$ cat src/rtl/fifo_sched_pkg.sv
// fifo_sched_pkg -- shared types and defaults for the FIFO sequencing controller.
//   state_t          : controller FSM state, 2-bit encoded (IDLE=0, PRIME=1, RUN=2, DRAIN=3)
//   DEF_DEPTH/HI/LO  : default FIFO capacity and hysteresis watermarks
package fifo_sched_pkg;

  typedef enum logic [1:0] {
    IDLE  = 2'd0,
    PRIME = 2'd1,
    RUN   = 2'd2,
    DRAIN = 2'd3
  } state_t;

  localparam int DEF_DEPTH = 16;
  localparam int DEF_HI_WM = 12;
  localparam int DEF_LO_WM = 4;

endpackage

$ cat src/rtl/fifo_sched_sat_cnt.sv
// sat_cnt -- enable-gated up-counter that sticks at all-ones instead of wrapping.
//   clk    : clock, rising edge
//   rst_n  : asynchronous active-low reset, clears the count
//   en_i   : count this cycle
//   cnt_o  : current count
module sat_cnt #(
  parameter int W = 8
) (
  input  logic         clk,
  input  logic         rst_n,
  input  logic         en_i,
  output logic [W-1:0] cnt_o
);

  logic [W-1:0] cnt_q;

  // NOTE: sequential state is written with non-blocking assignments only, so
  // every flop samples the pre-edge value of every other flop.
  always_ff @(posedge clk or negedge rst_n) begin
    if (!rst_n) begin
      cnt_q <= '0;
    end else if (en_i && (cnt_q != '1)) begin
      cnt_q <= cnt_q + W'(1);
    end
  end

  assign cnt_o = cnt_q;

endmodule

$ cat src/rtl/fifo_sched.sv
// fifo_sched -- sequences generator -> FIFO -> consumer. Converts raw enables
// into registered FIFO write/read strobes, tracks committed occupancy so the
// FIFO never over/underflows, and applies watermark hysteresis so reading only
// starts once the FIFO is primed.
//   CLK, RST   : clock (rising edge) and asynchronous active-low reset
//   Enwrk      : global work enable; low forces IDLE
//   ENgen      : generator wants to write
//   ENraf      : consumer wants to read
//   wrreq/rdreq: registered FIFO strobes
//   level      : occupancy including the strobes currently on the outputs
//   state      : FSM state code
//   stall_cnt  : saturating count of write-wanted-but-full cycles
//   rd_total   : wrapping count of issued reads
module fifo_sched
  import fifo_sched_pkg::*;
#(
  parameter int DEPTH = DEF_DEPTH,
  parameter int HI_WM = DEF_HI_WM,
  parameter int LO_WM = DEF_LO_WM,
  parameter int LW    = $clog2(DEPTH + 1)
) (
  input  logic          CLK,
  input  logic          RST,
  input  logic          Enwrk,
  input  logic          ENgen,
  input  logic          ENraf,
  output logic          wrreq,
  output logic          rdreq,
  output logic [LW-1:0] level,
  output logic [1:0]    state,
  output logic [7:0]    stall_cnt,
  output logic [15:0]   rd_total
);

  localparam logic [LW-1:0] DEPTH_L = LW'(DEPTH);
  localparam logic [LW-1:0] HI_L    = LW'(HI_WM);
  localparam logic [LW-1:0] LO_L    = LW'(LO_WM);

  state_t        state_q, state_d;
  logic [LW-1:0] level_q, level_d;
  logic          wrreq_q, rdreq_q;
  logic          wr_d, rd_d;
  logic          stall_en;
  logic [15:0]   rd_total_q;

  // All decisions use the registered state and level, which is why PRIME
  // issues one extra write on the edge it hands over to RUN.
  always_comb begin
    // NOTE: every combinational output gets a default before any branch so no
    // path leaves it unassigned and no latch is inferred.
    state_d  = state_q;
    wr_d     = Enwrk && ENgen && ((state_q == PRIME) || (state_q == RUN)) && (level_q < DEPTH_L);
    rd_d     = Enwrk && ENraf && ((state_q == RUN) || (state_q == DRAIN)) && (level_q != '0);
    stall_en = Enwrk && ENgen && ((state_q == PRIME) || (state_q == RUN)) && (level_q == DEPTH_L);
    level_d  = level_q + LW'(wr_d) - LW'(rd_d);

    if (!Enwrk) begin
      state_d = IDLE;
    end else begin
      unique case (state_q)
        IDLE: begin
          if (ENgen)                          state_d = PRIME;
          else if (ENraf && level_q != '0)    state_d = DRAIN;
        end
        PRIME: begin
          if (level_q >= HI_L && ENraf)                 state_d = RUN;
          else if (!ENgen && ENraf && level_q != '0)    state_d = DRAIN;
          else if (!ENgen && !ENraf)                    state_d = IDLE;
        end
        RUN: begin
          if (!ENgen && ENraf)                state_d = DRAIN;
          else if (!ENgen && !ENraf)          state_d = IDLE;
          else if (level_q <= LO_L && ENgen)  state_d = PRIME;
        end
        DRAIN: begin
          if (ENgen)                          state_d = PRIME;
          else if (!ENraf || level_q == '0)   state_d = IDLE;
        end
        default: state_d = IDLE;
      endcase
    end
  end

  always_ff @(posedge CLK or negedge RST) begin
    if (!RST) begin
      state_q    <= IDLE;
      level_q    <= '0;
      wrreq_q    <= 1'b0;
      rdreq_q    <= 1'b0;
      rd_total_q <= '0;
    end else begin
      state_q    <= state_d;
      level_q    <= level_d;
      wrreq_q    <= wr_d;
      rdreq_q    <= rd_d;
      rd_total_q <= rd_total_q + 16'(rd_d);
    end
  end

  sat_cnt #(.W(8)) u_stall_cnt (
    .clk   (CLK),
    .rst_n (RST),
    .en_i  (stall_en),
    .cnt_o (stall_cnt)
  );

  assign wrreq    = wrreq_q;
  assign rdreq    = rdreq_q;
  assign level    = level_q;
  assign state    = state_q;
  assign rd_total = rd_total_q;

endmodule

$ cat config.mk
export PLATFORM = sky130hd
export DESIGN_NAME = fifo_sched
export DESIGN_NICKNAME = d
export VERILOG_FILES = /design/src/rtl/fifo_sched_pkg.sv /design/src/rtl/fifo_sched_sat_cnt.sv /design/src/rtl/fifo_sched.sv
export SDC_FILE = /design/constraint.sdc
export NUM_CORES = 1
export LEC_CHECK = 0
export CAP_MARGIN = 10
export CORE_ASPECT_RATIO = 0.7
export CORE_MARGIN = 3
export CORE_UTILIZATION = 53
export CTS_BUF_LIST = sky130_fd_sc_hd__clkbuf_2
export DETAILED_ROUTE_END_ITERATION = 12
export PLACE_DENSITY = 0.82
export SETUP_SLACK_MARGIN = 0.2
export SLEW_MARGIN = 20
export SYNTH_ARGS = -nofsm -noshare
export SYNTH_HDL_FRONTEND = slang
export SYNTH_HIERARCHICAL = 1
export SYNTH_SLANG_ARGS = --single-unit
export TNS_END_PERCENT = 5
$ cat constraint.sdc
create_clock -name CLK -period 3.65 [get_ports CLK]
set_clock_uncertainty 0.2 [all_clocks]
set_input_delay 1.095 -clock CLK [delete_from_list [all_inputs] [get_ports CLK]]
set_output_delay 1.095 -clock CLK [all_outputs]
set_load 0.05 [all_outputs]
* Word level (Yosys, flattened, before mapping)
Index checks and enable logic that the tools add are counted.
** Storage, ports and cells
- Bits in writable memories :: 0
- Word-level logic and storage cells :: 57
- Bits in registers :: 33
- Input bits :: 5
- Output and inout bits :: 33
- Memory bits (read-only) :: 0
- Memories kept :: 0
- Latch bits :: 0
** Operators by class
- Reduce and logical (&&, ||, !) cells :: 23
- Shift operators :: 0
- Bitwise gates (word level) :: 0
- Multiply operators :: 0
- $lt $le $gt $ge :: 3
- Muxes and demuxes :: 12
- Div/mod/pow operators :: 0
- Add/subtract/negate cells :: 4
- Equality and inequality tests :: 9
** Operators with widths (count)
- 2-bit 2-to-1 mux :: 11
- 16-bit by 1-bit adder with 16-bit output :: 1
- 1-bit logical AND :: 14
- 5-bit by 2-bit inequality test with 1-bit output (second input constant) :: 2
- 8-bit by 1-bit adder with 8-bit output (second input constant) :: 1
- 8-bit inequality test (second input constant) :: 1
- 2-bit one-hot mux with 4 select lines :: 1
- 5-bit by 1-bit adder with 5-bit output :: 1
- 5-bit == test (second input constant) :: 1
- 5-bit by 4-bit greater-or-equal comparator with 1-bit output (second input constant) :: 1
- 5-bit by 3-bit less-or-equal comparator with 1-bit output (second input constant) :: 1
- 5-bit logical NOT :: 1
- 5-bit < comparator (second input constant) :: 1
- 5-bit nonzero test :: 1
- 5-bit by 1-bit subtractor with 5-bit output :: 1
- 2-bit == test (second input constant) :: 2
- 4-bit by 3-bit inequality test with 1-bit output (second input constant) :: 1
- 4-bit inequality test (second input constant) :: 1
- 4-bit AND reduction :: 1
- 1-bit logical OR :: 3
- 2-bit by 1-bit == test with 1-bit output (second input constant) :: 1
- 1-bit logical NOT :: 2
- 2-bit logical NOT :: 1

* Logic depth before layout (Yosys ltp)
- Depth after elaboration :: 7
- Gate-level depth with buffers :: 15
- Mapped depth without buffers :: 15

* Modules after synthesis
The synthesis kept the hierarchy.
** By module, submodules not included
- fifo_sched :: times used 1, cells an instance 136, area each 1421.4 µm², sequential area each 625.6 µm²
- sat_cnt :: times used 1, cells an instance 34, area each 407.9 µm², sequential area each 200.2 µm²

* Worst setup path before layout
OpenSTA, ideal clock, no wires.
- Kind :: register to register
- From :: reg level_q[3], in the netlist level[3]
- To :: reg level_q[4], in the netlist level[4]
- Arrival :: 2.887 ns
- Clock period less this slack :: 3.212 ns
- Required time :: 3.325 ns
- Cell stages (with the launch flop) :: 16
- Setup time :: 0.125 ns
- Setup slack :: 0.438 ns
- Buffers on the path :: 0
- Path through :: dfrtp_1 inv_1 ha_1 or3b_4 o21ai_4 nor3_1 ha_1 inv_1 ha_1 inv_1 fa_1 inv_1 a21oi_1 nor2_1 nor2_1 xor2_1
** On the way
- Elaborated cells on any way between the ends :: 6
- Those cells by class :: add/sub (2); order compare (1); reduce/logical (3)
** RTL lines
- start, declared :: line fifo_sched.sv:40 : logic [LW-1:0] level_q, level_d;
- start signal, assigned :: line fifo_sched.sv:93 : level_q <= level_d;
- 5-bit nonzero test :: line fifo_sched.sv:53 : rd_d = Enwrk && ENraf && ((state_q == RUN) || (state_q == DRAIN)) && (level_q != '0);
- 1-bit logical AND :: line fifo_sched.sv:53
- named net rd_d :: line fifo_sched.sv:42 : logic wr_d, rd_d;
- 5-bit by 1-bit subtractor with 5-bit output :: line fifo_sched.sv:55 : level_d = level_q + LW'(wr_d) - LW'(rd_d);
- named net level_d[4] :: line fifo_sched.sv:40
The timed path passes the listed nets, and every way through them passes these cells.
A chain may end at the register's enable or synchronous reset.

* Worst setup path in the final report
- From :: in Enwrk
- To :: reg level_q[4], in the netlist level[4]
** On the way
- Elaborated cells on any way between the ends :: 8
- Those cells by class :: add/sub (2); reduce/logical (6)
** RTL lines
- start, declared :: line fifo_sched.sv:24 : input logic Enwrk,
- 1-bit logical AND (3 in series) :: line fifo_sched.sv:53
- named net rd_d :: line fifo_sched.sv:42
- 5-bit by 1-bit subtractor with 5-bit output :: line fifo_sched.sv:55
- named net level_d[4] :: line fifo_sched.sv:40
The timed path passes the listed nets, and every way through them passes these cells.

==> run_results.csv <==
group,metric,value,unit
global_route,grt_util_all_layers,19.3,%
finish,fillerInstances,236,
detailed_routing,post-route-drc-count,0,
power,share_clk_of_total_power,11.6,%
sta,fmax,305,MHz
global_route,remaining_global_route_overflow,0,
global_route,pin_count_of_the_biggest_net_entering_global_routing,34,
clock_tree,cts.path.max_buffers,2,
logic_synthesis,synth_largest_type_area_fraction,45.1,%
clock_tree,clockRootBuffer,"sky130_fd_sc_hd__clkbuf_2",
detailed_routing,detailedRoute.firstIterationViolations,97,
critical_path,worstPathRequired,3.70,ns
placement,placement.io_buffers,37,
detailed_routing,route.detailed.wl_per_inst,14.0,um
floorplanning,fp.dieH,55.2,um
critical_path,timing_worst_setup_path_type,"in2reg",
logic_synthesis,synthCells,170,
finish,final_cells,267,
global_route,first_global_vias,1342,
power,power.density,619,nW/um2
clock_tree,h_tree_depth,2,
detailed_routing,remaining_number_of_nets_flagged_by_the_antenna_check_after_routing,0,
global_route,wire_length_of_the_first_global_routing_pass,6.24,mm
worst_hold_path,min_path_type,"reg2reg",
global_route,antenna_found_initial,0,
critical_path,critical_path_peak_fanout,3,
logic_synthesis,post_synth_edffs,0,
clock_tree,cts_hold_buf,0,
run,cap_violations,0,
floorplanning,rows,17,
sta,remaining_max_slew_budget_at_the_tightest_pin,65.4,%
sta,unrepaired_setup_endpoints_after_global_routing,"no",
finish,antenna_cells_inserted,0,
clock_tree,clkLatencyLatePin,0.36,ns
sta,hold_viol,0,
placement,place_congestion,0.905,
logic_synthesis,netlist_top_cells_area,"sky130_fd_sc_hd__dfrtp_1 45%, sky130_fd_sc_hd__ha_1 12%, sky130_fd_sc_hd__xnor2_1 4.8%",
placement,detailedPlacementHpwl,2.87,mm
logic_synthesis,yosysTopAreaCell,"sky130_fd_sc_hd__dfrtp_1",
power,total_power,1.45,mW
power,net-switching-power,0.684,mW
finish,ratio_of_cells_with_drive_above_1_in_the_final_layout,11.4,%
power,vdd.ir_drop.worst,0.000620,V
logic_synthesis,ys_types,42,
placement,detailed_place.area,2300,um2
clock_tree,postCtsSetupBuffers,0,
floorplanning,start_util,56.6,%
critical_path,crit_path_start_kind,"input pin",
logic_synthesis,synthesis.area,1830,um2
power,p_int,0.770,mW
power,switching_share,47.0,%
clock_tree,clock_sinks,33,
sta,tightest_slew,0.517,ns
logic_synthesis,ys_seq_area_share,45.1,%
critical_path,r2r_setup_slack,0.54,ns
status,outcome,"finished clean",
power,power.static_leakage,1.11,nW
logic_synthesis,synth_seq_cells,33,
floorplanning,die_area,4200,um2
floorplanning,coreArea,3230,um2
logic_synthesis,async_sr_flop_fraction,100,%
sta,fin_crit_sh,89.9,%
detailed_routing,post_drt_via_cell_ratio,5.43,
finish,finalInstanceArea,2350,um2
clock_tree,cts-buffers-inserted,5,
detailed_routing,routed_wl,3.73,mm
clock_tree,clk_pin_slew_worst_paths,0.17,ns
detailed_routing,detail_route.first_pass.iterations,4,
logic_synthesis,post_synth_top_cells,"33 x sky130_fd_sc_hd__dfrtp_1, 17 x sky130_fd_sc_hd__ha_1, 17 x sky130_fd_sc_hd__inv_1, 12 x sky130_fd_sc_hd__nor2_1, 11 x sky130_fd_sc_hd__nand2_1",
critical_path,data_arrival_critical_path,3.34,ns
sta,period_needed,3.28,ns
finish,nNetsFinal,242,
power,seqPwrFrac,35.4,%
logic_synthesis,most_frequent_cell_after_synthesis,"sky130_fd_sc_hd__dfrtp_1",
floorplanning,die-width,76.2,um
placement,post-place-cells,259,
logic_synthesis,mappedNetlistNets,193,
sta,maxSlewViolCount,0,
power,power.combinational.fraction,53.0,%
floorplanning,num_io_pins,38,
logic_synthesis,synth_warnings,6,
critical_path,critical_path.endpoint_type,"flip-flop",
detailed_routing,vias,1450,
sta,setup_viol,0,
sta,setup_slack,0.368,ns
logic_synthesis,yosys_most_used_dff,"sky130_fd_sc_hd__dfrtp_1",
logic_synthesis,syn_avg_cell_area,10.8,um2
clock_tree,cts_tree,"yes",
finish,area_overhead_of_the_layout_relative_to_synthesis,28.3,%
placement,detailedPlace.worstSlack,-0.0820,ns
## registers in the layout, indices dropped and copies added, names as in the netlist
register	flops
rd_total	16
rdreq	1
u_stall_cnt/cnt_o	8
level	5
state	2
wrreq	1
## layer usage
metal,up-vias,share of wire [%],global-route usage (%)
met5,-,0,0
met2,38,46,30.2
met1,713,48,25.1
met4,0,1.5,9.04
met3,10,5.2,5.99
li1,689,-,-
## timing repair
action                     4_1_cts  5_1_grt
resized for setup                0        1
setup endpoints to repair        0        1
hold endpoints to repair         0        0
## cells by family (layout without fill, tap and decap cells)
| group | after synthesis | count (layout) | share of synthesized area [%] |
|---|---|---|---|
| compound gates | 28 | 28 | 12.4 |
| xor+xnor | 19 | 19 | 9.10 |
| fa+ha+maj | 18 | 18 | 12.7 |
| buf+inv | 19 | 69 | 3.97 |
| flops | 33 | 33 | 45.1 |
| mux | 5 | 5 | 3.08 |
| simple gates | 48 | 48 | 13.5 |
## worst max-delay path, stage by stage
cell	delay [ns]
sky130_fd_sc_hd__clkdlybuf4s50_1	0.53
sky130_fd_sc_hd__inv_1	0.10
sky130_fd_sc_hd__nor3_2	0.25
sky130_fd_sc_hd__ha_1	0.27
sky130_fd_sc_hd__inv_1	0.06
sky130_fd_sc_hd__ha_1	0.15
sky130_fd_sc_hd__inv_1	0.05
sky130_fd_sc_hd__fa_1	0.40
sky130_fd_sc_hd__inv_1	0.08
sky130_fd_sc_hd__a21oi_1	0.06
sky130_fd_sc_hd__nor2_1	0.09
sky130_fd_sc_hd__nor2_1	0.06
sky130_fd_sc_hd__xor2_1	0.14
## path summary, 6_finish.rpt
check                             start              endpoint  depth (start not counted)
max                               Enwrk              level[4]                         13
min                        rd_total[15]          rd_total[15]                          1
max reg2reg                    level[2]              level[4]                         15
min reg2reg                rd_total[15]          rd_total[15]                          1
max in group asynchronous           RST  u_stall_cnt/cnt_o[5]                          2
min in group asynchronous           RST           rd_total[2]                          2
## metrics by stage
stage	hold WS (ns)	setup TNS [ns]	util (%)
after floorplan	0.579	0	-
after global placement	0.258	0	71.2
after detailed placement	0.266	-0.0820	71.2
after CTS	0.287	0	72.4
after global routing	0.322	0	72.6
final	0.278	0	72.6
## layout by cell type, fill, tap and decap left out, types with 8 or more instances in the layout
cell and instances:
sky130_fd_sc_hd__nand2_1 11, sky130_fd_sc_hd__nand3_1 9, sky130_fd_sc_hd__dfrtp_1 33, sky130_fd_sc_hd__nor2_1 12, sky130_fd_sc_hd__xor2_1 9, sky130_fd_sc_hd__a21oi_1 8
sky130_fd_sc_hd__xnor2_1 10, sky130_fd_sc_hd__clkdlybuf4s50_1 37, sky130_fd_sc_hd__ha_1 17, sky130_fd_sc_hd__inv_1 17
## final cells by class
type / count / area (um2) / area share (%)
timing repair buffer: 44 / 423 / 18.0
clock buffer: 6 / 30.0 / 1.28
multi-input combinational: 118 / 936 / 39.9
inverter: 17 / 63.8 / 2.72
tap: 47 / 58.8 / 2.51
sequential: 33 / 826 / 35.2
clock inverter: 2 / 10.0 / 0.426
## power groups by stage
stage	Sequential (mW)	Combinational, mW	Clock, mW
floorplan	0.720	0.325	0
global placement	0.514	0.747	0
detailed placement	0.519	0.764	0
CTS	0.515	0.772	0.175
global route	0.525	0.837	0.189
finish	0.514	0.771	0.169
No activity file was read; power rests on OpenSTA's default activity.
